[config.mk]
export PLATFORM = sky130hd
export DESIGN_NAME = serial_not16_decoder_flat
export DESIGN_NICKNAME = d
export VERILOG_FILES = /design/src/rtl/serial_not16_decoder_pkg.sv /design/src/rtl/serial_not16_decoder_if.sv /design/src/rtl/serial_not16_decoder_not16.sv /design/src/rtl/serial_not16_decoder.sv /design/src/flat_wrapper.sv
export SDC_FILE = /design/constraint.sdc
export NUM_CORES = 1
export LEC_CHECK = 0
export CAP_MARGIN = 20
export CORE_ASPECT_RATIO = 1.1
export CORE_UTILIZATION = 59
export DETAILED_ROUTE_END_ITERATION = 12
export PLACE_DENSITY_LB_ADDON = 0.2
export RECOVER_POWER = 25
export SETUP_SLACK_MARGIN = 0.02
export SLEW_MARGIN = 10
export SYNTH_ARGS = -nofsm -noshare
export SYNTH_HDL_FRONTEND = slang
export SYNTH_SLANG_ARGS = --single-unit
[constraint.sdc]
create_clock -name clk -period 3.8 [get_ports clk]
set_clock_uncertainty 0.1 [all_clocks]
set_input_delay 0.76 -clock clk [delete_from_list [all_inputs] [get_ports clk]]
set_output_delay 0.76 -clock clk [all_outputs]
set_load 0.1 [all_outputs]
[src/rtl/serial_not16_decoder_pkg.sv]
// Shared widths, FSM encoding and bit-order helper for the serial decoder.
// Imported by the interface, the top and the testbench.
package not16_pkg;

  localparam int WORD_W = 16;
  localparam int CNT_W  = 4;

  typedef enum logic {
    IDLE  = 1'b0,
    SHIFT = 1'b1
  } state_t;

  // Frame position -> word bit index for the selected bit order.
  function automatic logic [CNT_W-1:0] bit_pos(
    input logic [CNT_W-1:0] c,
    input logic             lsb
  );
    return lsb ? c : (CNT_W'(WORD_W - 1) - c);
  endfunction

endpackage

[src/rtl/serial_not16_decoder_if.sv]
// Serial-in / word-out bus of the decoder: serial side, word handshake, flags.
// slave = decoder, master = the block feeding bits and consuming words.
interface serial_not16_decoder_if;
  import not16_pkg::*;

  logic              sin;
  logic              sin_valid;
  logic              sin_start;
  logic              inv_en;
  logic              clr_err;
  logic              out_ready;
  logic [WORD_W-1:0] out;
  logic              out_valid;
  logic              busy;
  logic              overrun;
  logic              framing_err;

  modport master (
    output sin, sin_valid, sin_start, inv_en, clr_err, out_ready,
    input  out, out_valid, busy, overrun, framing_err
  );

  modport slave (
    input  sin, sin_valid, sin_start, inv_en, clr_err, out_ready,
    output out, out_valid, busy, overrun, framing_err
  );

endinterface

[src/rtl/serial_not16_decoder_not16.sv]
// 16-bit bitwise inverter used for the optional word complement.
// Ports: a_i word in, y_o complemented word out.
module not_16bit_chip (
  input  logic [15:0] a_i,
  output logic [15:0] y_o
);

  assign y_o = ~a_i;

endmodule

[src/rtl/serial_not16_decoder.sv]
// Assembles 16-bit words from a serial stream, optionally complements them.
// Ports: clk, reset (async, high), bus (slave modport of the decoder bus).
module serial_not16_decoder
  import not16_pkg::*;
#(
  parameter bit LSB_FIRST = 1'b1
) (
  input  logic                   clk,
  input  logic                   reset,
  serial_not16_decoder_if.slave  bus
);

  state_t            state_q, state_d;
  logic [CNT_W-1:0]  cnt_q, cnt_d;
  logic [WORD_W-1:0] sh_q, sh_d;
  logic              inv_q, inv_d;
  logic [WORD_W-1:0] out_q, out_d;
  logic              vld_q, vld_d;
  logic              ovr_q, ovr_d;
  logic              ferr_q, ferr_d;

  logic              done;
  logic              ovr_set;
  logic              ferr_set;
  logic [WORD_W-1:0] word_n;
  logic [WORD_W-1:0] word;

  // sh_d already holds the 16th bit when done is raised.
  not_16bit_chip u_not (
    .a_i (sh_d),
    .y_o (word_n)
  );

  assign word = inv_q ? word_n : sh_d;

  always_comb begin
    state_d  = state_q;
    cnt_d    = cnt_q;
    sh_d     = sh_q;
    inv_d    = inv_q;
    done     = 1'b0;
    ferr_set = 1'b0;
    unique case (state_q)
      IDLE: begin
        if (bus.sin_valid && bus.sin_start) begin
          sh_d = '0;
          sh_d[bit_pos('0, LSB_FIRST)] = bus.sin;
          inv_d   = bus.inv_en;
          cnt_d   = CNT_W'(1);
          state_d = SHIFT;
        end
      end
      SHIFT: begin
        if (bus.sin_valid && bus.sin_start) begin
          sh_d = '0;
          sh_d[bit_pos('0, LSB_FIRST)] = bus.sin;
          inv_d    = bus.inv_en;
          cnt_d    = CNT_W'(1);
          ferr_set = 1'b1;
        end else if (bus.sin_valid) begin
          sh_d[bit_pos(cnt_q, LSB_FIRST)] = bus.sin;
          if (cnt_q == CNT_W'(WORD_W - 1)) begin
            done    = 1'b1;
            cnt_d   = '0;
            state_d = IDLE;
          end else begin
            cnt_d = cnt_q + CNT_W'(1);
          end
        end
      end
      default: state_d = IDLE;
    endcase
  end

  // A held, unconsumed word blocks the new one: drop it and flag it.
  always_comb begin
    out_d   = out_q;
    vld_d   = vld_q;
    ovr_set = 1'b0;
    if (done && (!vld_q || bus.out_ready)) begin
      out_d = word;
      vld_d = 1'b1;
    end else if (done) begin
      ovr_set = 1'b1;
    end else if (vld_q && bus.out_ready) begin
      vld_d = 1'b0;
    end
  end

  // Set beats clear when both happen in one cycle.
  assign ovr_d  = ovr_set  | (ovr_q  & ~bus.clr_err);
  assign ferr_d = ferr_set | (ferr_q & ~bus.clr_err);

  always_ff @(posedge clk or posedge reset) begin
    if (reset) begin
      state_q <= IDLE;
      cnt_q   <= '0;
      sh_q    <= '0;
      inv_q   <= 1'b0;
      out_q   <= '0;
      vld_q   <= 1'b0;
      ovr_q   <= 1'b0;
      ferr_q  <= 1'b0;
    end else begin
      state_q <= state_d;
      cnt_q   <= cnt_d;
      sh_q    <= sh_d;
      inv_q   <= inv_d;
      out_q   <= out_d;
      vld_q   <= vld_d;
      ovr_q   <= ovr_d;
      ferr_q  <= ferr_d;
    end
  end

  assign bus.out         = out_q;
  assign bus.out_valid   = vld_q;
  assign bus.busy        = (state_q == SHIFT);
  assign bus.overrun     = ovr_q;
  assign bus.framing_err = ferr_q;

endmodule
[src/flat_wrapper.sv]
// flat-port wrapper written by rule: the top's interface ports become plain ports
module serial_not16_decoder_flat import not16_pkg::*;
#(
  parameter bit LSB_FIRST = 1'b1
)
  (clk, reset, bus_sin, bus_sin_valid, bus_sin_start, bus_inv_en, bus_clr_err, bus_out_ready, bus_out, bus_out_valid, bus_busy, bus_overrun, bus_framing_err);
  serial_not16_decoder_if bus_i ();
  input  logic clk;
  input  logic reset;
  input wire logic [$bits(bus_i.sin)-1:0] bus_sin;
  input wire logic [$bits(bus_i.sin_valid)-1:0] bus_sin_valid;
  input wire logic [$bits(bus_i.sin_start)-1:0] bus_sin_start;
  input wire logic [$bits(bus_i.inv_en)-1:0] bus_inv_en;
  input wire logic [$bits(bus_i.clr_err)-1:0] bus_clr_err;
  input wire logic [$bits(bus_i.out_ready)-1:0] bus_out_ready;
  output wire logic [$bits(bus_i.out)-1:0] bus_out;
  output wire logic [$bits(bus_i.out_valid)-1:0] bus_out_valid;
  output wire logic [$bits(bus_i.busy)-1:0] bus_busy;
  output wire logic [$bits(bus_i.overrun)-1:0] bus_overrun;
  output wire logic [$bits(bus_i.framing_err)-1:0] bus_framing_err;
  assign bus_i.sin = bus_sin;
  assign bus_i.sin_valid = bus_sin_valid;
  assign bus_i.sin_start = bus_sin_start;
  assign bus_i.inv_en = bus_inv_en;
  assign bus_i.clr_err = bus_clr_err;
  assign bus_i.out_ready = bus_out_ready;
  assign bus_out = bus_i.out;
  assign bus_out_valid = bus_i.out_valid;
  assign bus_busy = bus_i.busy;
  assign bus_overrun = bus_i.overrun;
  assign bus_framing_err = bus_i.framing_err;
  serial_not16_decoder #(.LSB_FIRST(LSB_FIRST)) u_core (.clk(clk), .reset(reset), .bus(bus_i));
endmodule
After elaboration in Yosys (flattened, before gate mapping)
Cells that the tools add are included.

Reduce and logical (&&, ||, !) cells: 9. Equal/unequal tests: 4. Muxes and demuxes: 29. Magnitude comparators: 2. Shift operators: 0. Bitwise gates (word level): 7. Multipliers: 0. Div/mod/pow operators: 0. Add/sub/neg operators: 1.

Operator list (number): 16-bit 2-to-1 mux (4); 16-bit case mux with 2 select lines (1); 16-bit bitwise mux (1); 1-bit 2-to-1 mux (16); 4-bit 2-to-1 mux (4); 16-bit inverter (1); 4-bit case mux with 2 select lines (1); 4-bit by 5-bit < comparator with 1-bit output, second input constant (1); 4-bit by 1-bit adder with 4-bit output, second input constant (1); 1-bit demux with 4-bit select (1); 4-bit equality test, second input constant (1); 4-bit by 1-bit >= comparator with 1-bit output, second input constant (1); 1-bit logical AND (4); 2-bit AND reduction (2); 3-bit inequality test, second input constant (1); 1-bit bitwise AND (2); 2-bit by 1-bit inequality test with 1-bit output, second input constant (1); 2-bit inequality test, second input constant (1); 1-bit inverter (2); 1-bit bitwise OR (2); 1-bit case mux with 2 select lines (1); 2-bit nonzero test (1); 1-bit logical NOT (1); 1-bit logical OR (1).

Bits in registers: 41. Latch bits: 0. Logic and storage cells: 60. Memories kept: 0. Memory bits (writable): 0. Bits in read-only memories: 0. Output and inout port bits: 20.

Logic depth before layout (Yosys ltp)
Depth after elaboration: 10. Mapped depth: 8.

Cells and area by module
A second synthesis with hierarchy kept.

Cell total of the unflattened synthesis: 241. Area, all modules: 2169.6 µm².

Modules (own cells, without submodules): serial_not16_decoder (area each 2109.5 µm², times used 1, cells each 225); not_16bit_chip (area each 60.1 µm², times used 1, cells each 16).

Least setup slack after synthesis
OpenSTA, ideal clock, no wires.

Path kind: reg2reg. Start point: register u_core.state_q, in the netlist u_core.bus.busy. End point: register u_core.out_q[5], in the netlist u_core.bus.out[5]. Path buffers: 2. Path slack: 1.449 ns. Cell stages (with the launch flop): 6. Arrival time: 2.125 ns. Library setup time: 0.126 ns. Cells stage by stage: dfrtp_1 buf_4 nand3_1 buf_2 o311a_2 a221o_1.

Cells in the longest elaborated chain, start to end: 4. Elaborated cells between the ends (all ways): 6.

RTL lines: start: declaration (RTL line serial_not16_decoder.sv:13) `state_t state_q, state_d;`; start signal: assignment (RTL line serial_not16_decoder.sv:105) `state_q <= state_d;`; 1-bit inverter (RTL line serial_not16_decoder.sv:43) `unique case (state_q)`; 16-bit case mux with 2 select lines (RTL line serial_not16_decoder.sv:43); 16-bit inverter (RTL line serial_not16_decoder_not16.sv:8) `assign y_o = ~a_i;`; 16-bit 2-to-1 mux (RTL line serial_not16_decoder.sv:34) `assign word = inv_q ? word_n : sh_d;`; end signal: assignment (RTL line serial_not16_decoder.sv:109) `out_q <= out_d;`; end: declaration (RTL line serial_not16_decoder.sv:17) `logic [WORD_W-1:0] out_q, out_d;`.

Parallel ways exist; a longest one is shown, timed or not. A chain may end at the register's enable or synchronous reset.

==> metrics.txt <==
# TYPE chip_impl_metric gauge
chip_impl_info{name="result_of_the_run",value="finished with violations"} 1
chip_impl_info{name="failed_checks",value="capacitance limit, slew limit"} 1
chip_impl_metric{name="postSynthRegisterBits",unit=""} 41
chip_impl_metric{name="grt_first_pass_wirelength",unit="mm"} 7.49
chip_impl_info{name="rsz_0062_raised_after_global_routing",value="no"} 1
chip_impl_metric{name="hpwlAfterDp",unit="mm"} 3.03
chip_impl_metric{name="die_area",unit="µm²"} 3820
chip_impl_metric{name="post_drt_via_cell_ratio",unit=""} 6.52
chip_impl_metric{name="routabilityCongestion",unit=""} 0.830
chip_impl_metric{name="hold_violation_total_from_the_final_report",unit=""} 0
chip_impl_metric{name="ffs_w_async_s_r_synth",unit="%"} 100
chip_impl_info{name="cts_tree",value="done"} 1
chip_impl_metric{name="grt_start_max_net_pins",unit=""} 42
chip_impl_metric{name="cp_slowest_stage_delay",unit="ns"} 1.48
chip_impl_metric{name="post_cts_resize_count",unit=""} 0
chip_impl_metric{name="floorplan.core_area",unit="µm²"} 3390
chip_impl_metric{name="wl",unit="mm"} 4.54
chip_impl_metric{name="numClockSinks",unit=""} 41
chip_impl_metric{name="power.static_leakage",unit="µW"} 0.00102
chip_impl_metric{name="routed-via-count",unit=""} 1631
chip_impl_metric{name="netlist_instances",unit=""} 186
chip_impl_metric{name="placement_rows",unit=""} 22
chip_impl_metric{name="timing.critical_path.fanout_max",unit=""} 41
chip_impl_metric{name="initial_core_util",unit="%"} 62.3
chip_impl_info{name="synth_top_area_cell",value="dfrtp_1"} 1
chip_impl_info{name="grt.busiest_layer",value="met2"} 1
chip_impl_metric{name="grt_antenna_before_repair",unit=""} 0
chip_impl_metric{name="vdd.ir_drop.worst",unit="µV"} 267
chip_impl_metric{name="cts_inserted_buffers",unit=""} 5
chip_impl_metric{name="timing.final.crit_share",unit="%"} 72.4
chip_impl_metric{name="yosysSeqAreaShare",unit="%"} 48.6
chip_impl_metric{name="post_dp_cell_area",unit="µm²"} 2320
chip_impl_metric{name="mappedNetlistNets",unit=""} 199
chip_impl_info{name="holdCritPathClass",value="flop to flop"} 1
chip_impl_metric{name="die-width",unit="µm"} 59.0
chip_impl_metric{name="drv_slew",unit=""} 42
chip_impl_metric{name="post_route_design_area",unit="µm²"} 2400
chip_impl_metric{name="cp_data_required_time",unit="ns"} 3.75
chip_impl_metric{name="slew_headroom",unit="%"} -38.5
chip_impl_metric{name="route.antenna.remaining_nets",unit=""} 0
chip_impl_metric{name="synthesis.area",unit="µm²"} 2110
chip_impl_metric{name="synth_cell_type_count",unit=""} 35
chip_impl_metric{name="tightest_slew",unit="ns"} 2.08
chip_impl_metric{name="port_buf_inserts",unit=""} 27
chip_impl_metric{name="gr-usage-all-layers",unit="%"} 27.0
chip_impl_info{name="synth_commonest_cells",value="41 x dfrtp_1, 16 x o211ai_1, 15 x a221o_1, 15 x o31ai_1"} 1
chip_impl_metric{name="synth_enable_flop_cells",unit=""} 0
chip_impl_metric{name="max_clock_freq",unit="MHz"} 364
chip_impl_metric{name="cts.hold.buffers_added",unit=""} 0
chip_impl_info{name="worstPathCellList",value="clkdlybuf4s50_1 -> inv_1 -> clkbuf_1"} 1
chip_impl_metric{name="synth.yosys.warnings",unit=""} 0
chip_impl_metric{name="die_h",unit="µm"} 64.7
chip_impl_info{name="end_kind",value="asynchronous set/reset pin"} 1
chip_impl_info{name="critical_path_class",value="primary input to asynchronous set/reset pin"} 1
chip_impl_metric{name="synth_top_area_share",unit="%"} 48.6
chip_impl_metric{name="final.setup.worst_slack",unit="ns"} 1.05
chip_impl_info{name="root_buffer",value="clkbuf_4"} 1
chip_impl_metric{name="htree_levels",unit=""} 2
chip_impl_metric{name="finalNetCount",unit=""} 214
chip_impl_metric{name="ctsLongestPathBuffers",unit=""} 2
chip_impl_info{name="setup.worst_path.start_class",value="primary input"} 1
chip_impl_metric{name="drive_gt1_share",unit="%"} 16.8
chip_impl_metric{name="use_met3",unit="%"} 5.79
chip_impl_info{name="synth_most_common_cell",value="dfrtp_1"} 1
chip_impl_info{name="most_used_flip_flop_cell_after_synthesis",value="dfrtp_1"} 1
chip_impl_metric{name="finalCriticalPeriod",unit="ns"} 2.75
chip_impl_metric{name="antenna_cells_inserted",unit=""} 0
chip_impl_metric{name="max_cap_viols",unit=""} 1
chip_impl_metric{name="setup-violations-final",unit=""} 0
chip_impl_metric{name="worstSkewPairLatency",unit="ns"} 0.35
chip_impl_metric{name="worst_ep_arrival_time",unit="ns"} 2.70
chip_impl_metric{name="number_of_drc_violations_after_detailed_routing_iteration_0",unit=""} 116
chip_impl_metric{name="first_pass_iters",unit=""} 4
chip_impl_metric{name="ioPinCount",unit=""} 28
chip_impl_metric{name="grt_overflow",unit=""} 0
chip_impl_info{name="synth_top_cells_by_area",value="dfrtp_1 49%, o311a_2 7.5%, a221o_1 7.1%"} 1
chip_impl_metric{name="path_clk_slew",unit="ns"} 0.12
chip_impl_metric{name="tns",unit="ns"} 0
chip_impl_metric{name="post_cts.repair.setup_buffers",unit=""} 0
chip_impl_metric{name="grt.met2_usage",unit="%"} 41.2
chip_impl_metric{name="area_growth",unit="%"} 13.8
chip_impl_metric{name="syn_area_per_cell",unit="µm²"} 11.3
chip_impl_metric{name="pre_cts_slack",unit="ns"} 0.719
chip_impl_info{name="crit_path_top_delay_cell",value="clkbuf_1"} 1
chip_impl_metric{name="drt_drc_violations_left",unit=""} 0
chip_impl_metric{name="avgRoutedWirePerCell",unit="µm"} 18.2
chip_impl_metric{name="groute.layer.met1.usage",unit="%"} 35.6
chip_impl_metric{name="power_density",unit="nW/µm²"} 368
chip_impl_metric{name="vias_in_the_first_global_route",unit=""} 1596
-- placed cells by master (no fill, tap or decap), types with 2 or more instances in the layout --
cell,synthesis,layout
dfrtp_1,41,41
clkdlybuf4s50_1,0,26
o211ai_1,16,16
o31ai_1,15,15
a221o_1,15,15
nand2_1,14,14
o311a_2,14,14
nand3_1,7,7
inv_1,7,7
o21ai_0,5,5
ha_1,5,5
clkbuf_4,0,5
nand2b_1,3,3
nand3_2,3,3
o22ai_1,2,2
clkbuf_1,3,2
buf_4,3,2
-- cell type report --
type / instances / area, µm²
Sequential cell: 41 / 1030
Fill cell: 258 / 985
Multi-Input combinational cell: 117 / 925
Timing Repair Buffer: 29 / 279
Tap cell: 48 / 60.1
Clock buffer: 7 / 55.1
Clock inverter: 1 / 30.0
Inverter: 7 / 26.3
-- power breakdown --
group / switching, µW / internal [µW] / leakage [µW]
Sequential: 18.5 / 453 / 0.000557
Clock: 135 / 157 / 0.0000455
Combinational: 84.0 / 36.7 / 0.000414
Total: 237 / 647 / 0.00102
-- worst paths after layout --
kind                                                 from                          endpoint  slack [ns]  cells past startpoint
setup / recovery                                    reset         u_core.bus.busy$_DFF_PP0_        1.05                      3
hold / removal             u_core.bus.out[14]$_DFFE_PP0P_    u_core.bus.out[14]$_DFFE_PP0P_        0.40                      2
setup reg to reg              u_core.cnt_q[1]$_DFFE_PP0P_     u_core.bus.out[6]$_DFFE_PP0P_        1.54                      6
hold reg to reg            u_core.bus.out[14]$_DFFE_PP0P_    u_core.bus.out[14]$_DFFE_PP0P_        0.40                      2
max in group clk            u_core.bus.out[0]$_DFFE_PP0P_                        bus_out[0]        1.06                      1
min in group asynchronous                           reset  u_core.bus.framing_err$_DFF_PP0_        1.36                      3
-- stage by stage --
step,instances,util [%],hold slack (ns),total power [µW]
4_1_cts,250,71.0,0.402,892
6_report,250,70.9,0.405,885
3_5_place_dp,242,68.5,0.376,600
5_1_grt,250,70.9,0.418,925
2_1_floorplan,186,-,0.412,570
3_3_place_gp,242,68.5,0.371,593
-- registers in the layout, indices dropped and copies added, names as in the netlist --
name                    flops
u_core.bus.out_valid        1
u_core.bus.busy             1
u_core.cnt_q                4
u_core.bus.out             16
u_core.inv_q                1
u_core.bus.overrun          1
u_core.sh_q                16
u_core.bus.framing_err      1
-- critical path: cells and delay by family --
family,cells,cell delay (ns)
buf+inv,3,1.93
-- metal layers --
| metal | vias to the layer above | share of wire [%] | wire length, µm |
|---|---|---|---|
| met4 | 0 | 2.5 | 112 |
| met3 | 12 | 5.2 | 238 |
| met5 | - | 0 | 0 |
| li1 | 758 | - | - |
| met2 | 66 | 48 | 2180 |
| met1 | 795 | 44 | 2020 |
-- logic make-up (layout without fill, tap and decap cells) --
| logic type | after synthesis | count (layout) | synth area share [%] |
|---|---|---|---|
| flip-flops | 41 | 41 | 48.6 |
| buffers and inverters | 28 | 44 | 7.59 |
| AO/OA/AOI/OAI | 74 | 74 | 30.4 |
| adder cells (fa/ha/maj) | 5 | 5 | 2.96 |
| XOR/XNOR | 1 | 1 | 0.415 |
| multiplexers | 1 | 1 | 0.533 |
| AND/OR/NAND/NOR | 36 | 36 | 9.49 |
Note: power is estimated with default switching activity, not from simulation.
